--- config.mk ---
export PLATFORM = sky130hd
export DESIGN_NAME = mbc_quad_loader_flat
export DESIGN_NICKNAME = d
export VERILOG_FILES = /design/src/rtl/mbc_quad_loader_if.sv /design/src/rtl/mbc_quad_loader.sv /design/src/flat_wrapper.sv
export SDC_FILE = /design/constraint.sdc
export NUM_CORES = 1
export LEC_CHECK = 0
export CORE_ASPECT_RATIO = 0.5
export CORE_MARGIN = 3
export CORE_UTILIZATION = 35
export DETAILED_ROUTE_END_ITERATION = 8
export HOLD_SLACK_MARGIN = 0.05
export PLACE_DENSITY = 0.55
export RECOVER_POWER = 50
export SLEW_MARGIN = 40
export SYNTH_ARGS = -nofsm -noshare
export SYNTH_HDL_FRONTEND = slang
export SYNTH_SLANG_ARGS = --single-unit
--- constraint.sdc ---
create_clock -name clk_mb_00_h -period 2.47 [get_ports clk_mb_00_h]
set_clock_uncertainty 0.15 [all_clocks]
set_input_delay 0.247 -clock clk_mb_00_h [delete_from_list [all_inputs] [get_ports clk_mb_00_h]]
set_output_delay 0.247 -clock clk_mb_00_h [all_outputs]
set_load 0.005 [all_outputs]
--- src/rtl/mbc_quad_loader_if.sv ---
// Signal bundle between the MB quadword loader and its requester, memory and MB datapath.
// The requester pulses mbc_rd_rq_h for one cycle and needs no ready: the pulse is taken only while mbc_busy_h=0.
interface mbc_quad_loader_if;
    logic       mbc_rd_rq_h;
    logic [1:0] mbc_first_adr_h;
    logic       mem_data_valid_h;
    logic       nxm_any_l;
    logic       mb_in_sel_1_h;
    logic       mb_in_sel_2_h;
    logic       mb_in_sel_4_h;
    logic       mb0_hold_in_h;
    logic       mb1_hold_in_h;
    logic       mb2_hold_in_h;
    logic       mb3_hold_in_h;
    logic       mb_sel_1_en_h;
    logic       mb_sel_2_en_h;
    logic       mb_sel_hold_h;
    logic       mbc_busy_h;
    logic       mbc_done_h;
    logic       mbc_nxm_err_h;

    modport master (
        output mbc_rd_rq_h, mbc_first_adr_h, mem_data_valid_h, nxm_any_l,
        input  mb_in_sel_1_h, mb_in_sel_2_h, mb_in_sel_4_h,
        input  mb0_hold_in_h, mb1_hold_in_h, mb2_hold_in_h, mb3_hold_in_h,
        input  mb_sel_1_en_h, mb_sel_2_en_h, mb_sel_hold_h,
        input  mbc_busy_h, mbc_done_h, mbc_nxm_err_h
    );

    modport slave (
        input  mbc_rd_rq_h, mbc_first_adr_h, mem_data_valid_h, nxm_any_l,
        output mb_in_sel_1_h, mb_in_sel_2_h, mb_in_sel_4_h,
        output mb0_hold_in_h, mb1_hold_in_h, mb2_hold_in_h, mb3_hold_in_h,
        output mb_sel_1_en_h, mb_sel_2_en_h, mb_sel_hold_h,
        output mbc_busy_h, mbc_done_h, mbc_nxm_err_h
    );
endinterface

--- src/rtl/mbc_quad_loader.sv ---
// Quadword memory-to-MB loader: steers four memory words into MB starting at a wrapping word pointer.
// Every output is a flop; output flops are loaded from the decode of the next state.
module mbc_quad_loader (
    input  logic                    clk_mb_00_h,
    input  logic                    mr_reset_l,
    mbc_quad_loader_if.slave        bus,
    output logic [1:0]              dbg_state_o
);

    typedef enum logic [1:0] {
        S_IDLE = 2'd0,
        S_WAIT = 2'd1,
        S_LOAD = 2'd2,
        S_DONE = 2'd3
    } state_e;

    state_e     st_q, st_d;
    logic [1:0] wp_q, wp_d;
    logic [1:0] adr_q, adr_d;
    logic [2:0] wc_q, wc_d;
    logic [3:0] tc_q, tc_d;
    logic       err_q, err_d;

    logic [2:0] sel_q, sel_d;
    logic [3:0] hold_q, hold_d;
    logic       sel_hold_q, sel_hold_d;
    logic       busy_q, busy_d;
    logic       done_q, done_d;

    always_ff @(posedge clk_mb_00_h) begin
        if (!mr_reset_l) begin
            st_q       <= S_IDLE;
            wp_q       <= 2'd0;
            adr_q      <= 2'd0;
            wc_q       <= 3'd0;
            tc_q       <= 4'd0;
            err_q      <= 1'b0;
            sel_q      <= 3'd0;
            hold_q     <= 4'd0;
            sel_hold_q <= 1'b1;
            busy_q     <= 1'b0;
            done_q     <= 1'b0;
        end else begin
            st_q       <= st_d;
            wp_q       <= wp_d;
            adr_q      <= adr_d;
            wc_q       <= wc_d;
            tc_q       <= tc_d;
            err_q      <= err_d;
            sel_q      <= sel_d;
            hold_q     <= hold_d;
            sel_hold_q <= sel_hold_d;
            busy_q     <= busy_d;
            done_q     <= done_d;
        end
    end

    always_comb begin
        st_d  = st_q;
        wp_d  = wp_q;
        adr_d = adr_q;
        wc_d  = wc_q;
        tc_d  = tc_q;
        err_d = err_q;
        case (st_q)
            S_IDLE: begin
                if (bus.mbc_rd_rq_h) begin
                    st_d  = S_WAIT;
                    wp_d  = bus.mbc_first_adr_h;
                    adr_d = bus.mbc_first_adr_h;
                    wc_d  = 3'd0;
                    tc_d  = 4'd0;
                    err_d = 1'b0;
                end
            end
            S_WAIT: begin
                if (!bus.nxm_any_l) begin
                    st_d  = S_DONE;
                    err_d = 1'b1;
                end else if (bus.mem_data_valid_h) begin
                    st_d = S_LOAD;
                end else if (tc_q == 4'd15) begin
                    st_d  = S_DONE;
                    err_d = 1'b1;
                end else begin
                    tc_d = tc_q + 4'd1;
                end
            end
            S_LOAD: begin
                // The strobe for wp_q is already out; NXM only redirects where we go next.
                wp_d = wp_q + 2'd1;
                wc_d = wc_q + 3'd1;
                tc_d = 4'd0;
                if (!bus.nxm_any_l) begin
                    st_d  = S_DONE;
                    err_d = 1'b1;
                end else if (wc_q == 3'd3) begin
                    st_d = S_DONE;
                end else begin
                    st_d = S_WAIT;
                end
            end
            S_DONE: st_d = S_IDLE;
            default: st_d = S_IDLE;
        endcase
    end

    always_comb begin
        sel_d        = 3'd0;
        hold_d       = 4'd0;
        sel_hold_d   = 1'b0;
        busy_d       = (st_d != S_IDLE);
        done_d       = (st_d == S_DONE);
        if (st_d == S_LOAD) begin
            sel_d        = 3'b100;
            hold_d[wp_d] = 1'b1;
        end
        if (st_d == S_IDLE || st_d == S_DONE) begin
            sel_hold_d = 1'b1;
        end
    end

    assign bus.mb_in_sel_1_h = sel_q[0];
    assign bus.mb_in_sel_2_h = sel_q[1];
    assign bus.mb_in_sel_4_h = sel_q[2];
    assign bus.mb0_hold_in_h = hold_q[0];
    assign bus.mb1_hold_in_h = hold_q[1];
    assign bus.mb2_hold_in_h = hold_q[2];
    assign bus.mb3_hold_in_h = hold_q[3];
    assign bus.mb_sel_1_en_h = adr_q[0];
    assign bus.mb_sel_2_en_h = adr_q[1];
    assign bus.mb_sel_hold_h = sel_hold_q;
    assign bus.mbc_busy_h    = busy_q;
    assign bus.mbc_done_h    = done_q;
    assign bus.mbc_nxm_err_h = err_q;
    assign dbg_state_o       = st_q;

endmodule

--- src/flat_wrapper.sv ---
// flat-port wrapper written by rule: the top's interface ports become plain ports
module mbc_quad_loader_flat 
  (clk_mb_00_h, mr_reset_l, dbg_state_o, bus_mbc_rd_rq_h, bus_mbc_first_adr_h, bus_mem_data_valid_h, bus_nxm_any_l, bus_mb_in_sel_1_h, bus_mb_in_sel_2_h, bus_mb_in_sel_4_h, bus_mb0_hold_in_h, bus_mb1_hold_in_h, bus_mb2_hold_in_h, bus_mb3_hold_in_h, bus_mb_sel_1_en_h, bus_mb_sel_2_en_h, bus_mb_sel_hold_h, bus_mbc_busy_h, bus_mbc_done_h, bus_mbc_nxm_err_h);
  mbc_quad_loader_if bus_i ();
  input  logic clk_mb_00_h;
  input  logic mr_reset_l;
  output logic [1:0] dbg_state_o;
  input wire logic [$bits(bus_i.mbc_rd_rq_h)-1:0] bus_mbc_rd_rq_h;
  input wire logic [$bits(bus_i.mbc_first_adr_h)-1:0] bus_mbc_first_adr_h;
  input wire logic [$bits(bus_i.mem_data_valid_h)-1:0] bus_mem_data_valid_h;
  input wire logic [$bits(bus_i.nxm_any_l)-1:0] bus_nxm_any_l;
  output wire logic [$bits(bus_i.mb_in_sel_1_h)-1:0] bus_mb_in_sel_1_h;
  output wire logic [$bits(bus_i.mb_in_sel_2_h)-1:0] bus_mb_in_sel_2_h;
  output wire logic [$bits(bus_i.mb_in_sel_4_h)-1:0] bus_mb_in_sel_4_h;
  output wire logic [$bits(bus_i.mb0_hold_in_h)-1:0] bus_mb0_hold_in_h;
  output wire logic [$bits(bus_i.mb1_hold_in_h)-1:0] bus_mb1_hold_in_h;
  output wire logic [$bits(bus_i.mb2_hold_in_h)-1:0] bus_mb2_hold_in_h;
  output wire logic [$bits(bus_i.mb3_hold_in_h)-1:0] bus_mb3_hold_in_h;
  output wire logic [$bits(bus_i.mb_sel_1_en_h)-1:0] bus_mb_sel_1_en_h;
  output wire logic [$bits(bus_i.mb_sel_2_en_h)-1:0] bus_mb_sel_2_en_h;
  output wire logic [$bits(bus_i.mb_sel_hold_h)-1:0] bus_mb_sel_hold_h;
  output wire logic [$bits(bus_i.mbc_busy_h)-1:0] bus_mbc_busy_h;
  output wire logic [$bits(bus_i.mbc_done_h)-1:0] bus_mbc_done_h;
  output wire logic [$bits(bus_i.mbc_nxm_err_h)-1:0] bus_mbc_nxm_err_h;
  assign bus_i.mbc_rd_rq_h = bus_mbc_rd_rq_h;
  assign bus_i.mbc_first_adr_h = bus_mbc_first_adr_h;
  assign bus_i.mem_data_valid_h = bus_mem_data_valid_h;
  assign bus_i.nxm_any_l = bus_nxm_any_l;
  assign bus_mb_in_sel_1_h = bus_i.mb_in_sel_1_h;
  assign bus_mb_in_sel_2_h = bus_i.mb_in_sel_2_h;
  assign bus_mb_in_sel_4_h = bus_i.mb_in_sel_4_h;
  assign bus_mb0_hold_in_h = bus_i.mb0_hold_in_h;
  assign bus_mb1_hold_in_h = bus_i.mb1_hold_in_h;
  assign bus_mb2_hold_in_h = bus_i.mb2_hold_in_h;
  assign bus_mb3_hold_in_h = bus_i.mb3_hold_in_h;
  assign bus_mb_sel_1_en_h = bus_i.mb_sel_1_en_h;
  assign bus_mb_sel_2_en_h = bus_i.mb_sel_2_en_h;
  assign bus_mb_sel_hold_h = bus_i.mb_sel_hold_h;
  assign bus_mbc_busy_h = bus_i.mbc_busy_h;
  assign bus_mbc_done_h = bus_i.mbc_done_h;
  assign bus_mbc_nxm_err_h = bus_i.mbc_nxm_err_h;
  mbc_quad_loader u_core (.clk_mb_00_h(clk_mb_00_h), .mr_reset_l(mr_reset_l), .bus(bus_i), .dbg_state_o(dbg_state_o));
endmodule
==> impl_results.html, run 1 <==
<table>
<tr><th>Metric</th><th>Value</th></tr>
<tr><th colspan="2">Timing</th></tr>
<tr><td>Setup violation total in the final timing report</td><td>0</td></tr>
<tr><td>Unrepaired setup endpoints after global routing</td><td>no</td></tr>
<tr><td>Number of hold violations in the final report</td><td>0</td></tr>
<tr><td>Final sum of negative setup slack</td><td>0 ns</td></tr>
<tr><td>Worst Slack Setup Final</td><td>0.329 ns</td></tr>
<tr><td>Pins Over Slew Limit</td><td>0</td></tr>
<tr><td>Final clock period utilization by the worst path</td><td>0.867</td></tr>
<tr><td>Max Clk Rate</td><td>467 MHz</td></tr>
<tr><td>Final critical path time including I/O delays and setup</td><td>between 2 and 2.5 ns</td></tr>
<tr><th colspan="2">Power and ir drop</th></tr>
<tr><td>Leakage power total</td><td>0.617 nW</td></tr>
<tr><td>Total power</td><td>0.00134 W</td></tr>
<tr><td>Power per unit of standard cell area</td><td>around 940 nW/µm²</td></tr>
<tr><td>Cell internal power dissipation</td><td>~0.00085 W</td></tr>
<tr><td>Clock network fraction of total power</td><td>0.165</td></tr>
<tr><td>Net Switching</td><td>0.000487 W</td></tr>
<tr><td>Maximum VDD drop</td><td>~0.38 mV</td></tr>
<tr><td>Proportion of power drawn by flip-flops and latches</td><td>0.351</td></tr>
<tr><td>Comb pwr share</td><td>0.485</td></tr>
<tr><td>Share of total power consumed by net switching</td><td>0.365</td></tr>
<tr><th colspan="2">Synth</th></tr>
<tr><td>Fraction of post-synthesis cell area in the top cell type by area</td><td>0.381</td></tr>
<tr><td>Number of flops mapped to enable cells by yosys</td><td>0</td></tr>
<tr><td>Cell taking the most area after synthesis</td><td>dfxtp_1</td></tr>
<tr><td>Syn Inst Count</td><td>126</td></tr>
<tr><td>Part of the Yosys area used for sequential elements</td><td>0.381</td></tr>
<tr><td>Post-synthesis average cell area</td><td>9.19 µm²</td></tr>
<tr><td>Count of different cell masters after synthesis</td><td>45</td></tr>
<tr><td>Seq cells post-synth</td><td>22</td></tr>
<tr><td>Synthesized cell area</td><td>roughly 1200 µm²</td></tr>
<tr><td>Synth Warn #</td><td>0</td></tr>
<tr><td>Top_reg_cell synth</td><td>dfxtp_1</td></tr>
<tr><td>Top post-synthesis cells by area</td><td>dfxtp_1, ha_1, and2_1, nand2_1, nand2b_1</td></tr>
<tr><td>FFs w/ async S/R, synth</td><td>0</td></tr>
<tr><th colspan="2">Detailed routing</th></tr>
<tr><td>Total number of vias</td><td>roughly 900</td></tr>
<tr><td>Average wire per cell in the routed design</td><td>11.7 µm</td></tr>
<tr><td>Iteration count of the initial detailed-routing pass</td><td>4</td></tr>
<tr><td>Wire length reported by the detailed router</td><td>between 2000 and 2500 µm</td></tr>
<tr><td>Drt drc</td><td>0</td></tr>
<tr><td>Vias per inst</td><td>4.81</td></tr>
<tr><td>Violation count after the first detailed-routing iteration</td><td>22</td></tr>
<tr><td>Antenna viol nets, final</td><td>0</td></tr>
<tr><th colspan="2">Clock network</th></tr>
<tr><td>Insertion delay of the later-clocked pin in the worst-skew pair</td><td>~0.26 ns</td></tr>
<tr><td>Resized Gates After CTS</td><td>0</td></tr>
<tr><td>Htree depth</td><td>1</td></tr>
<tr><td>CTS tree</td><td>done</td></tr>
<tr><td>Cts bufs inserted</td><td>3</td></tr>
<tr><td>Sink count of the clock tree</td><td>22</td></tr>
<tr><td>CTS Root Cell</td><td>clkbuf_8</td></tr>
<tr><td>Number of buffers added for setup after CTS</td><td>0</td></tr>
<tr><td>Clock transition at the register clock pins on the worst setup and hold paths after CTS</td><td>0.08 ns</td></tr>
<tr><td>Post-CTS Hold Fix Bufs</td><td>0</td></tr>
<tr><td>Maximum buffer depth of the clock tree</td><td>2</td></tr>
<tr><th colspan="2">Critical path</th></tr>
<tr><td>Capturing element type of the critical path</td><td>register</td></tr>
<tr><td>Critical Path Start Type</td><td>register</td></tr>
<tr><td>Data arrival time of the critical path</td><td>2.19 ns</td></tr>
<tr><td>Crit Path Category</td><td>reg -&gt; reg</td></tr>
<tr><td>Worst Path Required</td><td>2.52 ns</td></tr>
<tr><td>Critical path fanouts, max</td><td>8</td></tr>
<tr><td>R2R cell count</td><td>9</td></tr>
<tr><th colspan="2">Hold path</th></tr>
<tr><td>Worst min-delay path category</td><td>reg -&gt; reg</td></tr>
<tr><td>WHS Path Cells</td><td>2</td></tr>
<tr><th colspan="2">Floorplan</th></tr>
<tr><td>Number of primary I/O pins</td><td>22</td></tr>
<tr><td>Effective utilization at floorplan</td><td>0.375</td></tr>
<tr><td>Die Outline Area</td><td>slightly above 4000 µm²</td></tr>
<tr><td>Die Y-Extent</td><td>46.7 µm</td></tr>
<tr><td>Cell row count</td><td>14</td></tr>
<tr><td>Die outline width</td><td>87.3 µm</td></tr>
<tr><td>Core Area</td><td>3080 µm²</td></tr>
<tr><th colspan="2">Placement</th></tr>
<tr><td>Port-buffer cells</td><td>19</td></tr>
<tr><td>Cell total after placement</td><td>~180</td></tr>
<tr><td>Placer congestion estimate</td><td>0.720</td></tr>
<tr><td>Pre-CTS setup slack</td><td>0.224 ns</td></tr>
<tr><td>Detailed placement HPWL</td><td>1700 µm</td></tr>
<tr><th colspan="2">Cells and area</th></tr>
<tr><td>Multi-input gate area</td><td>around 650 µm²</td></tr>
<tr><td>Layout area overhead</td><td>22.3%</td></tr>
<tr><td>Most used cells in the layout excluding fill and tap cells</td><td>dfxtp_1, dlygate4sd3_1, nand2_1</td></tr>
<tr><td>Post-Route Utilization</td><td>0.459</td></tr>
<tr><td>Share of final-layout standard cells stronger than drive strength 1</td><td>0.0822</td></tr>
<tr><td>Final-layout fill cell count</td><td>315</td></tr>
<tr><td>Final std cells w/o fill</td><td>186</td></tr>
<tr><td>Commonest non-fill, non-tap cell in the layout</td><td>dfxtp_1</td></tr>
<tr><td>FF+latch area</td><td>440 µm²</td></tr>
<tr><td>Antenna diode instance count</td><td>0</td></tr>
<tr><td>Net count reported at finish</td><td>165</td></tr>
<tr><th colspan="2">GRT</th></tr>
<tr><td>Largest net degree at the start of global routing</td><td>15</td></tr>
<tr><td>Combined global-route utilization of all metal layers</td><td>0.120</td></tr>
<tr><td>Number of antenna violations at the first check in global routing</td><td>0</td></tr>
<tr><td>First-pass GRT wire length</td><td>~3700 µm</td></tr>
<tr><td>Number of global-route vias before repair</td><td>815</td></tr>
<tr><td>Grt ovf</td><td>0</td></tr>
<tr><th colspan="2">Run status</th></tr>
<tr><td>Outcome</td><td>finished clean</td></tr>
<tr><th colspan="2">Run</th></tr>
<tr><td>Count of max-cap constraint violations</td><td>0</td></tr>
</table>
## cells in the mapped netlist (all sizes together) (3+ instances only)
master  instances
dfxtp          22
nand2          14
ha             10
and2            8
nand2b          6
nand3           6
nor2            6
inv             5
buf             4
nor2b           4
and2b           3
and3            3
clkbuf          3
o21ai           3
## per-layer routing
metal | track usage | vias up | part of all wire
met4 | 0.0183 | 0 | 0.0046
li1 | - | 471 | -
met3 | 0.0429 | 2 | 0.047
met2 | 0.181 | 16 | 0.42
met1 | 0.168 | 405 | 0.53
met5 | 0 | - | 0
## cell type report
| class | count | area share |
|---|---|---|
| multi-input combinational | 93 | 0.458 |
| sequential | 22 | 0.311 |
| timing repair buffer | 23 | 0.153 |
| tap | 40 | 0.0354 |
| clock buffer | 3 | 0.0292 |
| inverter | 5 | 0.0133 |
## kinds of logic after synthesis
group	count (synthesis)	share of synthesized area
buffers and inverters	12	0.0551
AO/OA/AOI/OAI	23	0.156
XOR/XNOR	1	0.00757
adder cells (fa/ha/maj)	10	0.108
flip-flops	22	0.381
other	1	0.00324
multiplexers	2	0.0216
AND/OR/NAND/NOR	55	0.268
## through the flow
| stage | hold slack [ns] | area (µm²) |
|---|---|---|
| final | 0.318 | 1420 |
| after detailed placement | 0.314 | 1390 |
| after global routing | 0.345 | 1420 |
| after CTS | 0.326 | 1430 |
| after floorplan | 0.253 | 1160 |
| after global placement | 0.313 | 1390 |
## state kept, by name, summed over array words and instances (netlist names)
| signal | flops |
|---|---|
| u_core.tc_q | 4 |
| u_core.sel_q | 1 |
| u_core.bus.mbc_busy_h | 1 |
| u_core.hold_q | 4 |
| u_core.bus.mbc_done_h | 1 |
| u_core.wc_q | 3 |
| u_core.bus.mb_sel_hold_h | 1 |
| u_core.dbg_state_o | 2 |
| u_core.adr_q | 2 |
| u_core.wp_q | 2 |
| u_core.bus.mbc_nxm_err_h | 1 |
## power by group through the flow
stage	combinational [W]	sequential, W	clock (W)
after detailed placement	0.000698	0.000481	0
after floorplan	0.000477	0.000481	0
after CTS	0.000703	0.000473	0.000231
after global placement	0.000706	0.000480	0
after global routing	0.000746	0.000480	0.000244
final	0.000648	0.000469	0.000220
## worst max-delay path, cell delays in order (launching register included)
cell and delay, ns:
dfxtp_1 0.41, inv_1 0.09, ha_1 0.24, clkbuf_1 0.19, o21a_1 0.15, a211oi_2 0.31
ha_1 0.19, and2_1 0.16, nand2_1 0.08, nor2_1 0.11
## path summary, 6_finish.rpt
kind | start | end | slack (ns)
hold reg to reg | u_core.bus.mbc_nxm_err_h | u_core.bus.mbc_nxm_err_h | 0.32
hold / removal | u_core.bus.mbc_nxm_err_h | u_core.bus.mbc_nxm_err_h | 0.32
setup / recovery | u_core.dbg_state_o[0] | u_core.hold_q[0] | 0.33
setup reg to reg | u_core.dbg_state_o[0] | u_core.hold_q[0] | 0.33
Power figures use the tool's default switching activity.
==> run 2, diff against run 1 <==
ABC_AREA = 1   (was default)
PLACE_DENSITY = 0.56   (was 0.55)
==> impl_results.html, run 2 <==
<table>
<tr><th>Metric</th><th>Value</th></tr>
<tr><th colspan="2">Run status</th></tr>
<tr><td>Outcome</td><td>finished clean</td></tr>
<tr><th colspan="2">Clock network</th></tr>
<tr><td>CTS tree</td><td>done</td></tr>
<tr><td>Htree depth</td><td>1 (unchanged)</td></tr>
<tr><td>Clock transition at the register clock pins on the worst setup and hold paths after CTS</td><td>0.09 ns (about the same)</td></tr>
<tr><td>Number of buffers added for setup after CTS</td><td>0 (unchanged)</td></tr>
<tr><td>Cts bufs inserted</td><td>3 (unchanged)</td></tr>
<tr><td>CTS Root Cell</td><td>clkbuf_8</td></tr>
<tr><td>Sink count of the clock tree</td><td>22 (unchanged)</td></tr>
<tr><td>Resized Gates After CTS</td><td>0 (unchanged)</td></tr>
<tr><td>Post-CTS Hold Fix Bufs</td><td>0 (unchanged)</td></tr>
<tr><td>Insertion delay of the later-clocked pin in the worst-skew pair</td><td>0.27 ns (about the same)</td></tr>
<tr><td>Maximum buffer depth of the clock tree</td><td>2 (unchanged)</td></tr>
<tr><th colspan="2">Power and ir drop</th></tr>
<tr><td>Maximum VDD drop</td><td>0.433 mV (+15%)</td></tr>
<tr><td>Proportion of power drawn by flip-flops and latches</td><td>0.326 (-0.025)</td></tr>
<tr><td>Leakage power total</td><td>0.669 nW (+8.4%)</td></tr>
<tr><td>Cell internal power dissipation</td><td>0.000922 W (+8.6%)</td></tr>
<tr><td>Clock network fraction of total power</td><td>0.237 (+0.072)</td></tr>
<tr><td>Net Switching</td><td>0.000553 W (+14%)</td></tr>
<tr><td>Power per unit of standard cell area</td><td>1070 nW/µm² (+13%)</td></tr>
<tr><td>Share of total power consumed by net switching</td><td>0.375 (+0.0103)</td></tr>
<tr><td>Comb pwr share</td><td>0.437 (-0.048)</td></tr>
<tr><th colspan="2">Synth</th></tr>
<tr><td>Synth Warn #</td><td>0 (unchanged)</td></tr>
<tr><td>FFs w/ async S/R, synth</td><td>0 (unchanged)</td></tr>
<tr><td>Seq cells post-synth</td><td>22 (unchanged)</td></tr>
<tr><td>Number of flops mapped to enable cells by yosys</td><td>0 (unchanged)</td></tr>
<tr><td>Cell taking the most area after synthesis</td><td>dfxtp_1</td></tr>
<tr><td>Most numerous cell types in the synthesized netlist</td><td>nand2_1, dfxtp_1, inv_1</td></tr>
<tr><td>Top_reg_cell synth</td><td>dfxtp_1</td></tr>
<tr><td>Most used standard cell by instance count after synthesis</td><td>nand2_1</td></tr>
<tr><td>Syn Inst Count</td><td>143 (+13%)</td></tr>
<tr><td>Fraction of post-synthesis cell area in the top cell type by area</td><td>0.399 (+0.0181)</td></tr>
<tr><td>Post-synthesis average cell area</td><td>7.73 µm² (-16%)</td></tr>
<tr><td>Synthesized cell area</td><td>1100 µm² (-4.5%)</td></tr>
<tr><td>Count of different cell masters after synthesis</td><td>27 (-40%)</td></tr>
<tr><td>Top post-synthesis cells by area</td><td>dfxtp_1, ha_1, nand2_1, inv_1, nor2_1</td></tr>
<tr><td>Part of the Yosys area used for sequential elements</td><td>0.399 (+0.0181)</td></tr>
<tr><th colspan="2">Floorplan</th></tr>
<tr><td>Cell row count</td><td>13 (-1)</td></tr>
<tr><td>Die Y-Extent</td><td>45.7 µm (-2.0%)</td></tr>
<tr><td>Core Area</td><td>2800 µm² (-9.3%)</td></tr>
<tr><td>Die outline width</td><td>85.5 µm (-2.1%)</td></tr>
<tr><td>Die Outline Area</td><td>3910 µm² (-4.1%)</td></tr>
<tr><td>Effective utilization at floorplan</td><td>0.395 (+0.0195)</td></tr>
<tr><td>Number of primary I/O pins</td><td>22 (unchanged)</td></tr>
<tr><th colspan="2">Cells and area</th></tr>
<tr><td>Final-layout fill cell count</td><td>286 (-9.2%)</td></tr>
<tr><td>Antenna diode instance count</td><td>0 (unchanged)</td></tr>
<tr><td>Layout area overhead</td><td>24.9%</td></tr>
<tr><td>Most used cells in the layout excluding fill and tap cells</td><td>nand2_1, dfxtp_1, inv_1</td></tr>
<tr><td>Net count reported at finish</td><td>181 (+9.7%)</td></tr>
<tr><td>Share of final-layout standard cells stronger than drive strength 1</td><td>0.104 (+0.0221)</td></tr>
<tr><td>Registers with the most flip-flops</td><td>u_core.hold_q x4, u_core.tc_q x4, u_core.wc_q x3</td></tr>
<tr><td>Commonest non-fill, non-tap cell in the layout</td><td>nand2_1</td></tr>
<tr><th colspan="2">Timing</th></tr>
<tr><td>Final critical path time including I/O delays and setup</td><td>2.13 ns (-0.0123 ns)</td></tr>
<tr><td>Worst Slack Setup Final</td><td>0.342 ns (+0.0123 ns)</td></tr>
<tr><td>Pins Over Slew Limit</td><td>0 (unchanged)</td></tr>
<tr><td>Unrepaired setup endpoints after global routing</td><td>no</td></tr>
<tr><td>Final sum of negative setup slack</td><td>0 ns (unchanged)</td></tr>
<tr><td>Setup violation total in the final timing report</td><td>0 (unchanged)</td></tr>
<tr><td>Number of hold violations in the final report</td><td>0 (unchanged)</td></tr>
<tr><td>Final clock period utilization by the worst path</td><td>0.862 (-0.00498)</td></tr>
<tr><td>Max Clk Rate</td><td>470 MHz (+0.58%)</td></tr>
<tr><th colspan="2">Detailed routing</th></tr>
<tr><td>Wire length reported by the detailed router</td><td>2190 µm (+0.50%)</td></tr>
<tr><td>Average wire per cell in the routed design</td><td>11.0 µm (-6.5%)</td></tr>
<tr><td>Vias per inst</td><td>4.44 (-7.7%)</td></tr>
<tr><td>Iteration count of the initial detailed-routing pass</td><td>4 (unchanged)</td></tr>
<tr><td>Violation count after the first detailed-routing iteration</td><td>25 (+14%)</td></tr>
<tr><td>Drt drc</td><td>0 (unchanged)</td></tr>
<tr><td>Antenna viol nets, final</td><td>0 (unchanged)</td></tr>
<tr><td>Total number of vias</td><td>887 (-0.78%)</td></tr>
<tr><th colspan="2">GRT</th></tr>
<tr><td>Number of antenna violations at the first check in global routing</td><td>0 (unchanged)</td></tr>
<tr><td>Largest net degree at the start of global routing</td><td>14 (-1)</td></tr>
<tr><td>Combined global-route utilization of all metal layers</td><td>0.124 (+0.00346)</td></tr>
<tr><td>Number of global-route vias before repair</td><td>848 (+4.0%)</td></tr>
<tr><td>Grt ovf</td><td>0 (unchanged)</td></tr>
<tr><td>First-pass GRT wire length</td><td>3660 µm (-1.7%)</td></tr>
<tr><th colspan="2">Run</th></tr>
<tr><td>Count of max-cap constraint violations</td><td>0 (unchanged)</td></tr>
<tr><th colspan="2">Placement</th></tr>
<tr><td>Port-buffer cells</td><td>19 (unchanged)</td></tr>
<tr><td>Pre-CTS setup slack</td><td>0.272 ns (+0.0485 ns)</td></tr>
<tr><td>Detailed placement HPWL</td><td>1620 µm (-4.9%)</td></tr>
<tr><td>Placer congestion estimate</td><td>0.783 (+8.8%)</td></tr>
<tr><th colspan="2">Critical path</th></tr>
<tr><td>Critical path fanouts, max</td><td>8 (unchanged)</td></tr>
<tr><td>Largest incremental delay on the critical path</td><td>0.42 ns (about the same)</td></tr>
<tr><td>Worst Path Required</td><td>2.49 ns (-0.03 ns)</td></tr>
<tr><td>List of cells traversed by the critical path</td><td>inv_1, ha_1, nand2_1, nand4_1, nand2_1, inv_1, ha_1, or2_2</td></tr>
<tr><td>Critical Path Start Type</td><td>register</td></tr>
<tr><td>Worst-path cell with the longest stage delay</td><td>dfxtp_1</td></tr>
<tr><td>Crit Path Category</td><td>reg -&gt; reg</td></tr>
<tr><td>Capturing element type of the critical path</td><td>register</td></tr>
<tr><td>Data arrival time of the critical path</td><td>2.14 ns (-0.05 ns)</td></tr>
<tr><th colspan="2">Hold path</th></tr>
<tr><td>Worst min-delay path category</td><td>reg -&gt; reg</td></tr>
</table>
==> run 2: cells by family (layout without fill, tap and decap cells) <==
logic type               Yosys count  in the layout  share of synthesized area
flip-flops                        22             22                      0.399
adder cells (fa/ha/maj)           10             10                      0.113
AND/OR/NAND/NOR                   67             67                      0.302
buffers and inverters             27             46                      0.101
AO/OA/AOI/OAI                     15             15                     0.0736
XOR/XNOR                           1              1                    0.00793
other                              1              2                    0.00339
==> run 2: layout make-up <==
| type | count | area [µm²] | area share |
|---|---|---|---|
| inverter | 23 | 87.6 | 0.0635 |
| multi-input combinational | 95 | 544 | 0.394 |
| clock buffer | 3 | 41.3 | 0.0299 |
| tap | 37 | 46.3 | 0.0335 |
| clock inverter | 1 | 30.0 | 0.0218 |
| timing repair buffer | 19 | 190 | 0.138 |
| sequential | 22 | 440 | 0.319 |
==> run 2: final timing paths <==
path	startpoint	to	slack (ns)	depth (start not counted)
max	u_core.dbg_state_o[1]	u_core.bus.mb_sel_hold_h	0.34	8
min	u_core.adr_q[1]	u_core.adr_q[1]	0.32	2
max reg2reg	u_core.dbg_state_o[1]	u_core.bus.mb_sel_hold_h	0.34	8
min reg2reg	u_core.adr_q[1]	u_core.adr_q[1]	0.32	2
==> run 2: critical path: cells and delay by family, from the launching register on <==
family | cells | cell delay (ns)
and+or+nand+nor | 4 | 0.75
buffers and inverters | 2 | 0.17
adders and majority gates | 2 | 0.54
DFF | 1 | 0.42
==> run 2: layer usage <==
layer	global-route usage	share of wire
met3	0.0523	0.045
met1	0.166	0.56
met5	0	0
met2	0.187	0.39
met4	0.0284	0.0041
==> run 2: through the flow <==
stage	hold WS, ns	area (µm²)	instances	utilization	total power [W]
after floorplan	0.190	1110	144	-	0.000959
after CTS	0.323	1390	200	0.498	0.00154
after detailed placement	0.308	1320	196	0.472	0.00118
after global routing	0.347	1380	200	0.493	0.00161
after global placement	0.307	1320	196	0.472	0.00119
final	0.315	1380	200	0.493	0.00148
==> run 2: power groups by stage <==
stage	clock network [W]	registers, W	logic [W]
after CTS	0.000358	0.000486	0.000692
after global routing	0.000373	0.000494	0.000741
after floorplan	0	0.000492	0.000467
after global placement	0	0.000495	0.000690
final	0.000349	0.000482	0.000645
after detailed placement	0	0.000493	0.000689
==> run 3, diff against run 2 <==
PLACE_DENSITY = 0.58   (was 0.56)
TNS_END_PERCENT = 20   (was default)
clock period = 1.9 ns   (was 2.47 ns; I/O delays follow)
==> impl_results.html, run 3 (same netlist as run 2, synthesis figures left out) <==
<table>
<tr><th>Metric</th><th>Value</th></tr>
<tr><th colspan="2">Critical path</th></tr>
<tr><td>Reg2Reg Launch Point</td><td>u_core.wc_q[0]</td></tr>
<tr><td>Setup slack of the worst register-to-register path</td><td>0.06 ns (-0.28 ns)</td></tr>
<tr><td>FF-to-FF End</td><td>u_core.bus.mb_sel_hold_h</td></tr>
<tr><td>Worst-path cell with the longest stage delay</td><td>dfxtp_2</td></tr>
<tr><td>Most numerous cell on the critical path</td><td>ha_1</td></tr>
<tr><td>Critical path fanouts, max</td><td>2 (-6)</td></tr>
<tr><td>R2R cell count</td><td>8 (unchanged)</td></tr>
<tr><td>Critical Path Start Type</td><td>register</td></tr>
<tr><td>Capturing element type of the critical path</td><td>register</td></tr>
<tr><td>List of cells traversed by the critical path</td><td>ha_1, ha_1, o21ai_1, nand4_1, nand2_1, inv_1, ha_2, or2_2</td></tr>
<tr><td>Worst Path Required</td><td>1.90 ns (-0.59 ns)</td></tr>
<tr><td>Data arrival time of the critical path</td><td>1.84 ns (-0.30 ns)</td></tr>
<tr><td>Critical path origin</td><td>u_core.wc_q[0]</td></tr>
<tr><td>Largest incremental delay on the critical path</td><td>0.32 ns (-0.10 ns)</td></tr>
<tr><td>Crit Path Category</td><td>reg -&gt; reg</td></tr>
<tr><td>Termination of the worst setup path</td><td>u_core.bus.mb_sel_hold_h</td></tr>
<tr><th colspan="2">Power and ir drop</th></tr>
<tr><td>Total power</td><td>0.00203 W (+37%)</td></tr>
<tr><td>Power per unit of standard cell area</td><td>1350 nW/µm² (+26%)</td></tr>
<tr><td>Leakage power total</td><td>0.718 nW (+7.2%)</td></tr>
<tr><td>Maximum VDD drop</td><td>0.607 mV (+40%)</td></tr>
<tr><th colspan="2">Detailed routing</th></tr>
<tr><td>Antenna viol nets, final</td><td>0 (unchanged)</td></tr>
<tr><td>Average wire per cell in the routed design</td><td>10.6 µm (-3.1%)</td></tr>
<tr><td>Iteration count of the initial detailed-routing pass</td><td>4 (unchanged)</td></tr>
<tr><td>Total number of vias</td><td>946 (+6.7%)</td></tr>
<tr><td>Wire length reported by the detailed router</td><td>2250 µm (+2.7%)</td></tr>
<tr><td>Drt drc</td><td>0 (unchanged)</td></tr>
<tr><td>Violation count after the first detailed-routing iteration</td><td>30 (+20%)</td></tr>
<tr><td>Vias per inst</td><td>4.46 (+0.61%)</td></tr>
<tr><th colspan="2">Cells and area</th></tr>
<tr><td>Registers with the most flip-flops</td><td>u_core.hold_q x4, u_core.tc_q x4, u_core.wc_q x3</td></tr>
<tr><td>Most used cells in the layout excluding fill and tap cells</td><td>nand2_1, dfxtp_1, inv_1, nor2_1, buf_4</td></tr>
<tr><td>Post-layout instance area</td><td>1500 µm² (+8.7%)</td></tr>
<tr><td>Share of final-layout standard cells stronger than drive strength 1</td><td>0.240 (+0.136)</td></tr>
<tr><td>Final-layout fill cell count</td><td>268 (-6.3%)</td></tr>
<tr><td>Commonest non-fill, non-tap cell in the layout</td><td>nand2_1</td></tr>
<tr><td>Antenna diode instance count</td><td>0 (unchanged)</td></tr>
<tr><td>Net count reported at finish</td><td>194 (+7.2%)</td></tr>
<tr><td>Layout area overhead</td><td>35.8%</td></tr>
<tr><td>Post-Route Utilization</td><td>0.536 (+0.0429)</td></tr>
<tr><th colspan="2">Timing</th></tr>
<tr><td>Final clock period utilization by the worst path</td><td>0.968 (+0.106)</td></tr>
<tr><td>Final critical path time including I/O delays and setup</td><td>1.84 ns (-0.290 ns)</td></tr>
<tr><td>Final sum of negative setup slack</td><td>0 ns (unchanged)</td></tr>
<tr><td>Unrepaired setup endpoints after global routing</td><td>no</td></tr>
<tr><td>Pins Over Slew Limit</td><td>0 (unchanged)</td></tr>
<tr><td>Hold Worst Slack</td><td>0.314 ns (-0.00177 ns)</td></tr>
<tr><td>Number of hold violations in the final report</td><td>0 (unchanged)</td></tr>
<tr><td>Setup violation total in the final timing report</td><td>0 (unchanged)</td></tr>
<tr><td>Max Clk Rate</td><td>544 MHz (+16%)</td></tr>
<tr><th colspan="2">Placement</th></tr>
<tr><td>Detailed placement HPWL</td><td>1730 µm (+6.6%)</td></tr>
<tr><td>Area post-placement</td><td>1410 µm² (+6.9%)</td></tr>
<tr><td>Port-buffer cells</td><td>19 (unchanged)</td></tr>
<tr><td>Placer congestion estimate</td><td>0.791 (+1.0%)</td></tr>
<tr><th colspan="2">GRT</th></tr>
<tr><td>Grt ovf</td><td>0 (unchanged)</td></tr>
<tr><td>Combined global-route utilization of all metal layers</td><td>0.126 (+0.00253)</td></tr>
<tr><td>First-pass GRT wire length</td><td>3820 µm (+4.1%)</td></tr>
<tr><td>Number of antenna violations at the first check in global routing</td><td>0 (unchanged)</td></tr>
<tr><td>Number of global-route vias before repair</td><td>869 (+2.5%)</td></tr>
<tr><td>Largest net degree at the start of global routing</td><td>14 (unchanged)</td></tr>
<tr><th colspan="2">Clock network</th></tr>
<tr><td>Sink count of the clock tree</td><td>22 (unchanged)</td></tr>
<tr><td>Htree depth</td><td>1 (unchanged)</td></tr>
<tr><td>Maximum buffer depth of the clock tree</td><td>2 (unchanged)</td></tr>
<tr><td>CTS Root Cell</td><td>clkbuf_8</td></tr>
<tr><td>Insertion delay of the later-clocked pin in the worst-skew pair</td><td>0.26 ns (about the same)</td></tr>
<tr><td>Clock transition at the register clock pins on the worst setup and hold paths after CTS</td><td>0.08 ns (about the same)</td></tr>
<tr><td>Cts bufs inserted</td><td>3 (unchanged)</td></tr>
<tr><td>Post-CTS Hold Fix Bufs</td><td>0 (unchanged)</td></tr>
<tr><td>CTS tree</td><td>done</td></tr>
<tr><th colspan="2">Floorplan</th></tr>
<tr><td>Effective utilization at floorplan</td><td>0.395 (unchanged)</td></tr>
<tr><td>Die Outline Area</td><td>3910 µm² (unchanged)</td></tr>
<tr><td>Cell row count</td><td>13 (unchanged)</td></tr>
<tr><td>Die Y-Extent</td><td>45.7 µm (unchanged)</td></tr>
<tr><td>Die outline width</td><td>85.5 µm (unchanged)</td></tr>
<tr><td>Core Area</td><td>2800 µm² (unchanged)</td></tr>
<tr><td>Number of primary I/O pins</td><td>22 (unchanged)</td></tr>
<tr><th colspan="2">Run status</th></tr>
<tr><td>Outcome</td><td>finished clean</td></tr>
<tr><th colspan="2">Run</th></tr>
<tr><td>Count of max-cap constraint violations</td><td>0 (unchanged)</td></tr>
<tr><th colspan="2">Hold path</th></tr>
<tr><td>Worst min-delay path category</td><td>reg -&gt; reg</td></tr>
</table>
==> run 3: through the flow <==
stage / cells / setup WS, ns
2_1_floorplan: 144 / 0.0298
3_3_place_gp: 208 / -0.0367
5_1_grt: 212 / 0.00118
6_report: 212 / 0.0613
3_5_place_dp: 208 / -0.0761
4_1_cts: 211 / 0.0113
==> run 3: critical path, delay by kind of cell, from the launching register on <==
family                     cells  cell delay, ns
DFF                            1            0.32
and+or+nand+nor                3            0.46
buffers and inverters          1            0.06
adders and majority gates      3            0.63
AOI/OAI and AO/OA              1            0.11
==> run 3: cell type report <==
cell class | instances | area (µm²) | share of cell area
Tap cell | 37 | 46.3 | 0.0309
Sequential cell | 22 | 448 | 0.299
Clock buffer | 3 | 41.3 | 0.0275
Inverter | 23 | 87.6 | 0.0584
Multi-Input combinational cell | 95 | 589 | 0.393
Timing Repair Buffer | 32 | 288 | 0.192
==> run 3: report_power, final <==
group | total, W | internal [W] | switching [W]
sequential | 0.000632 | 0.000574 | 0.0000581
combinational | 0.00111 | 0.000550 | 0.000560
clock | 0.000284 | 0.000141 | 0.000142
total | 0.00203 | 0.00127 | 0.000760
==> run 3: worst min path at each step <==
stage,startpoint,endpoint,slack [ns],cells after the start
CTS,u_core.adr_q[1],u_core.adr_q[1],0.32,2
detailed placement,u_core.adr_q[1],u_core.adr_q[1],0.31,2
floorplan,mr_reset_l,u_core.bus.mbc_done_h,0.13,2
global placement,u_core.wc_q[2],u_core.wc_q[2],0.31,2
finish,u_core.adr_q[1],u_core.adr_q[1],0.31,2
global route,u_core.wc_q[1],u_core.wc_q[1],0.35,2
==> run 3: metal layers <==
layer / routed length, µm / up-vias / part of all wire / global-route usage
met5: 0 / - / 0 / 0
met4: 21 / 0 / 0.0093 / 0.0379
met3: 93 / 2 / 0.041 / 0.0505
met2: 993 / 11 / 0.44 / 0.190
met1: 1140 / 416 / 0.51 / 0.168
li1: - / 517 / - / -
==> run 3: what timing repair did <==
item                                    4_1_cts  5_1_grt
pin swaps                                     0        2
gates resized for setup                       1       14
buffers inserted                              0        1
endpoints found under the setup margin        1        3
